## config.mk

```make
export PLATFORM = sky130hd
export DESIGN_NAME = ext_unit
export DESIGN_NICKNAME = d
export VERILOG_FILES = /design/src/rtl/ext_pkg.sv /design/src/rtl/ext_core.sv /design/src/rtl/ext_unit.sv
export SDC_FILE = /design/constraint.sdc
export NUM_CORES = 1
export LEC_CHECK = 0
export ABC_AREA = 1
export CAP_MARGIN = 20
export CORE_UTILIZATION = 38
export DETAILED_ROUTE_END_ITERATION = 12
export DONT_BUFFER_PORTS = 1
export PLACE_DENSITY = 0.54
export SLEW_MARGIN = 20
export SYNTH_ARGS = -nofsm -noshare
export SYNTH_HDL_FRONTEND = slang
export SYNTH_SLANG_ARGS = --single-unit
export TNS_END_PERCENT = 20
```

## constraint.sdc

```tcl
create_clock -name clk -period 5.97 [get_ports clk]
set_clock_uncertainty 0.05 [all_clocks]
set_input_delay 0.597 -clock clk [delete_from_list [all_inputs] [get_ports clk]]
set_output_delay 0.597 -clock clk [all_outputs]
set_load 0.02 [all_outputs]
```

## src/rtl/ext_pkg.sv

```systemverilog
// Shared encodings for the immediate extension unit: op codes, FIFO occupancy
// states and the occupancy transition helper.
package ext_pkg;

  typedef enum logic [1:0] {
    EXT_ZERO   = 2'b00,
    EXT_SIGN   = 2'b01,
    EXT_HIGH   = 2'b10,
    EXT_BRANCH = 2'b11
  } ext_op_t;

  typedef enum logic [1:0] {
    OCC_EMPTY = 2'd0,
    OCC_ONE   = 2'd1,
    OCC_FULL  = 2'd2
  } occ_t;

  localparam int FIFO_DEPTH = 2;

  // A simultaneous push and pop leaves the occupancy unchanged.
  function automatic occ_t occ_next(input occ_t cur, input logic push, input logic pop);
    occ_t nxt;
    nxt = cur;
    case ({push, pop})
      2'b10:   nxt = (cur == OCC_EMPTY) ? OCC_ONE : OCC_FULL;
      2'b01:   nxt = (cur == OCC_FULL) ? OCC_ONE : OCC_EMPTY;
      default: nxt = cur;
    endcase
    return nxt;
  endfunction

endpackage

```

## src/rtl/ext_core.sv

```systemverilog
// Stateless immediate extension. With EXT_BRANCH_EN defined op 11 is the branch
// offset form; otherwise op 11 is flagged illegal and yields zero.
module ext_core
  import ext_pkg::*;
#(
  parameter int IN_W  = 16,
  parameter int OUT_W = 32
) (
  input  logic [IN_W-1:0]  data,
  input  ext_op_t          op,
  output logic [OUT_W-1:0] result,
  output logic             illegal
);

  if (OUT_W < IN_W + 2) begin : g_width_check
    $error("ext_core: OUT_W must be at least IN_W+2");
  end

  logic [OUT_W-1:0] sext;
  assign sext = {{(OUT_W-IN_W){data[IN_W-1]}}, data};

  always_comb begin
    result  = '0;
    illegal = 1'b0;
    case (op)
      EXT_ZERO: result = {{(OUT_W-IN_W){1'b0}}, data};
      EXT_SIGN: result = sext;
      EXT_HIGH: result = {data, {(OUT_W-IN_W){1'b0}}};
      EXT_BRANCH: begin
`ifdef EXT_BRANCH_EN
        result = sext << 2;
`else
        illegal = 1'b1;
`endif
      end
    endcase
  end

endmodule

```

## src/rtl/ext_unit.sv

```systemverilog
// Extension unit: ext_core feeding a 2-entry result FIFO with valid/ready
// handshakes and a sticky, saturating illegal-op counter (see EXT_BRANCH_EN).
module ext_unit
  import ext_pkg::*;
#(
  parameter int IN_W  = 16,
  parameter int OUT_W = 32,
  parameter int CNT_W = 8
) (
  input  logic             clk,
  input  logic             rst_n,
  input  logic             in_valid,
  output logic             in_ready,
  input  logic [IN_W-1:0]  in_data,
  input  logic [1:0]       in_op,
  output logic             out_valid,
  input  logic             out_ready,
  output logic [OUT_W-1:0] out_data,
  output logic             err_flag,
  output logic [CNT_W-1:0] err_cnt
);

  if (OUT_W < IN_W + 2) begin : g_width_check
    $error("ext_unit: OUT_W must be at least IN_W+2");
  end

  logic [OUT_W-1:0] mem [FIFO_DEPTH];
  logic             wr_ptr;
  logic             rd_ptr;
  occ_t             occ;
  logic [OUT_W-1:0] core_result;
  logic             core_illegal;
  logic             push;
  logic             pop;

  ext_core #(
    .IN_W  (IN_W),
    .OUT_W (OUT_W)
  ) u_core (
    .data    (in_data),
    .op      (ext_op_t'(in_op)),
    .result  (core_result),
    .illegal (core_illegal)
  );

  // Ready depends only on state and reset, never on out_ready.
  assign in_ready  = (occ != OCC_FULL) && rst_n;
  assign out_valid = (occ != OCC_EMPTY);
  assign push      = in_valid && in_ready;
  assign pop       = out_valid && out_ready;
  assign out_data  = out_valid ? mem[rd_ptr] : '0;

  always_ff @(posedge clk) begin
    if (!rst_n) begin
      occ      <= OCC_EMPTY;
      wr_ptr   <= 1'b0;
      rd_ptr   <= 1'b0;
      err_flag <= 1'b0;
      err_cnt  <= '0;
    end else begin
      occ <= occ_next(occ, push, pop);
      if (push) begin
        mem[wr_ptr] <= core_result;
        wr_ptr      <= ~wr_ptr;
      end
      if (pop) begin
        rd_ptr <= ~rd_ptr;
      end
      if (push && core_illegal) begin
        err_flag <= 1'b1;
        if (err_cnt != '1) begin
          err_cnt <= err_cnt + CNT_W'(1);
        end
      end
    end
  end

endmodule

```

* Word-level counts from Yosys, hierarchy flattened
Memory sizes are Yosys's and may differ from the RTL's. A register that Yosys moved wholly into a read port is not among the register bits. Index checks and enable logic that the tools add are counted.
Storage, ports and cells: bits in registers 13, RAM bits 64, input bits 22, output and inout bits 43, logic and storage cells 37, memories 1
Operators by class: add/sub/neg operators 1, equal/unequal tests 8, multiplexer cells 11, bitwise gates (word level) 2, reductions and logical operators 9
Memories:
- mem | depth 2, width 32, read ports 1, clocked after memory_dff 1, write ports 1, RTL line ext_unit.sv:27 | logic [OUT_W-1:0] mem [FIFO_DEPTH];
Operator list (number):
- $pmux W32 S3 | 1
- $mux W32 | 1
- $add A8 B1 Y8 const B | 1
- $eq A2 B2 Y1 const B | 4
- $ne A8 B8 Y1 const B | 1
- $mux W1 | 7
- $eq A2 B1 Y1 const B | 2
- $logic_and A1 B1 Y1 | 4
- $logic_not A2 Y1 | 2
- $pmux W2 S2 | 1
- $reduce_bool A2 Y1 | 2
- $mux W2 | 1
- $ne A2 B2 Y1 const B | 1
- $not A1 Y1 | 2
- $reduce_and A2 Y1 | 1

* Logic depth before layout (Yosys ltp)
depth in word-level cells 6, depth in mapped cells 8

* Cells and area by module
Synthesis repeated with hierarchy kept, for this count alone.
Unflattened totals: cells, all modules 365, area total of the unflattened synthesis 3557.2 um^2
Modules (own cells, without submodules):
- ext_unit | instances 1, cells an instance 289, area an instance 3203.1 um^2
- ext_core | instances 1, cells an instance 76, area an instance 354.1 um^2

* Least setup slack after synthesis
Ideal clock, no wire load.
kind input -> register, start point input port in_valid, end point memory mem[0][0], enable pin, setup time 0.421 ns, data arrival time 2.095 ns, setup slack 3.404 ns, stages 2, cells stage by stage nand3_4 -> nor2_1
On the way: cells in the longest elaborated chain, start to end 4
Ends and longest elaborated chain:
- from (decl) | RTL line ext_unit.sv:12 | input logic in_valid,
- $logic_and A1 B1 Y1 | RTL line ext_unit.sv:49 | assign push = in_valid && in_ready;
- $mux W1 | RTL line ext_unit.sv:62 | if (push) begin
- $mux W1 | RTL line ext_unit.sv:54 | if (!rst_n) begin
- $mux W1 (not written as such) | RTL line ext_unit.sv:63 | mem[wr_ptr] <= core_result;
- to (decl) | RTL line ext_unit.sv:27
Every way passes these cells.

==> results.yml <==
worst_setup_path:
  crit_required_ps: 5320
  crit_path_end_kind: "output port"
  crit_type: "reg -> out"
  cp-start-kind: "register"
  cpLargestDelayFamily: "buffers and inverters"
  max_stage_delay_ps: 870
  worstPathCellList: "buf_4 -> clkinv_1 -> nand2_1 -> a21oi_1"
  worst-endpoint-arrival_ps: 2370
  crit_path_top_delay_cell: "clkinv_1"
  cp.buffers_inverters: 2
  crit_fanout: 33
power_and_ir_drop:
  p_comb_frac: 0.292
  leakagePower_nw: 1.43
  clock_power_share: 0.270
  p_int_uw: 922
  power.density_nw_per_um2: 413
  vdd_drop_max_v: 0.000148
  power.switching_uw: 603
  sw_frac_of_total: 0.395
  power_frac_seq: 0.438
sta:
  period_share: 0.506
  rsz0062_at_grt: "no"
  finalSetupTns_ps: 0
  final_hold_viol_count: 0
  setup_violations: 0
  max_slew.worst_pin.slew_ps: 982
  max_freq_mhz: 331
  max_slew_margin: 0.342
  whs_ps: 305
  report.final.slew_viol_count: 0
  fin_crit_ps: 3020
detailed_routing:
  drt-vias-per-instance: 5.04
  drt-total-wl_um: 7250
  firstDrtPassIters: 4
  vias: 2301
  ant_nets: 0
  wl_per_cell_um: 15.9
  drcViolationCount: 0
  first_iter_violations: 93
logic_synthesis:
  ys_warn_count: 0
  synthesis.area_um2: 3410
  synth.avg_cell_area_um2: 9.90
  ys_seq_area_frac: 0.645
  synth_cell_types: 25
  synth-seq-cells: 78
  syn_nets: 369
  synthesis.instances: 345
status:
  outcome: "complete, no violations"
final_layout:
  fill_cells: 837
  diodes: 0
  area_growth_pct: 8.06
  utilization: 0.423
  final_nets: 368
  drive_above_1_share: 0.0917
  seq_area_um2: 2200
  multi_input_area_um2: 976
die:
  fp.dieH_um: 96.8
  die_w_um: 96.8
  row_count: 34
  initial_utilization: 0.392
  core_region_area_um2: 8720
  die_area_um2: 9370
  pin_count: 65
placed_design:
  gp_congestion: 0.772
  dp_hpwl_um: 4610
  io_buffers: 0
clocking:
  cts.clk_slew.worst_paths_ps: 80
  clk_latency_ps: 350
  numCtsBuffers: 9
  cts_tree: "built"
  root_buffer: "clkbuf_8"
  cts_max_level: 3
  cts.path.max_buffers: 2
  cts.repair.resized: 0
  cts_hold_buf: 0
  cts_sinks: 78
  post-cts-setup-buffer-count: 0
flow_run:
  drv_cap: 0
global_route:
  grt_usage: 0.160
  grt_pass1_wl_um: 11600
  grt_pass1_vias: 2173
  antenna_found_initial: 0
  grt_max_degree: 34
  overflow: 0
worst_hold_path:
  hold_class: "in -> reg"
-- synth_stat cells --
library cell,count,area [um^2]
a211oi_1,1,7.51
dfxtp_1,14,280
nand3_2,1,10.0
buf_6,1,11.3
clkbuf_8,1,13.8
clkbuf_1,9,33.8
buf_2,4,20.0
nor2_2,2,12.5
nand3_4,1,17.5
buf_12,1,20.0
nand2_2,2,12.5
ha_1,2,25.0
inv_2,1,3.75
a21oi_1,41,205
nor2_8,1,20.0
nor2_1,35,131
nor3_1,1,5.00
nand3_1,10,50.1
nand2_1,93,349
edfxtp_1,64,1920
inv_1,37,139
o21ai_0,19,95.1
o21ai_2,1,8.76
nand4_1,2,12.5
a21oi_2,1,8.76
-- through the flow --
stage / instance area (um^2) / total power [mW] / cells / worst slack [ps]
after global placement: 3490 / 1.13 / 441 / 3340
after floorplan: 3410 / 1.04 / 345 / 3400
after detailed placement: 3490 / 1.13 / 441 / 3320
after CTS: 3690 / 1.54 / 457 / 2920
after global routing: 3690 / 1.61 / 457 / 2630
final: 3690 / 1.52 / 457 / 2950
-- sequential cells by signal, indices dropped and copies added (netlist names), named ones only --
register / flops
err_cnt: 8
occ: 2
mem: 64
rd_ptr: 1
wr_ptr: 1
err_flag: 1
-- area by class of cell --
type	instances	area share
Clock buffer	9	0.0336
Clock inverter	7	0.0217
Inverter	38	0.0387
Multi-Input combinational cell	213	0.264
Sequential cell	78	0.597
Tap cell	108	0.0366
Timing Repair Buffer	4	0.00814
-- worst reg2reg max path, stage by stage (launching register included) --
cell	delay (ps)
dfxtp_1	350
nor2_2	630
nor2_1	200
ha_1	370
nor2_1	160
nand2_1	70
a21oi_1	110
-- cell families after synthesis --
logic type / synth area share
simple gates: 0.182
flops: 0.645
compound gates: 0.0953
buf+inv: 0.0707
fa+ha+maj: 0.00733
-- routing by layer --
metal  part of all wire  global-route usage  up-vias
met2               0.46               0.248       80
met1               0.47               0.221     1074
met4              0.013              0.0654        0
met3              0.057              0.0325        9
li1                   -                   -     1138
met5                  0                   0        -
-- cells in the final DEF, fill, tap and decap left out --
cell type | synthesis | final
edfxtp_1 | 64 | 64
inv_2 | 1 | 1
nand3_4 | 1 | 1
nand3_2 | 1 | 1
clkinvlp_4 | 0 | 2
nand2_1 | 93 | 93
clkbuf_8 | 1 | 9
o21ai_2 | 1 | 1
nand4_1 | 2 | 2
buf_4 | 0 | 4
a211oi_1 | 1 | 1
clkinv_1 | 0 | 1
inv_6 | 0 | 4
inv_1 | 37 | 36
a21oi_1 | 41 | 41
nand2_2 | 2 | 2
bufinv_16 | 0 | 1
nor2_2 | 2 | 4
o21ai_0 | 19 | 19
nand3_1 | 10 | 10
nor3_1 | 1 | 1
ha_1 | 2 | 2
dfxtp_1 | 14 | 14
a21oi_2 | 1 | 1
nor2_1 | 35 | 33
nor2_8 | 1 | 1
-- worst paths after layout --
kind / depth (start not counted) / slack (ps) / to / start
worst max-delay path: 4 / 2950 / out_data[20] / register
worst min-delay path: 2 / 300 / err_cnt[7]$_SDFFE_PN0P_ / rst_n
worst max register to register: 6 / 3950 / occ[0]$_SDFFE_PN0P_ / occ[1]$_SDFFE_PN0P_
worst min register to register: 1 / 410 / rd_ptr$_SDFFE_PN0P_ / rd_ptr$_SDFFE_PN0P_
-- power groups by stage --
stage          registers (mW)  logic [mW]  clock network (mW)
2_1_floorplan           0.675       0.366                   0
3_3_place_gp            0.680       0.452                   0
3_5_place_dp            0.679       0.455                   0
4_1_cts                 0.667       0.456               0.420
5_1_grt                 0.673       0.492               0.441
6_report                0.667       0.445               0.412
(Power assumes the default switching activity.)
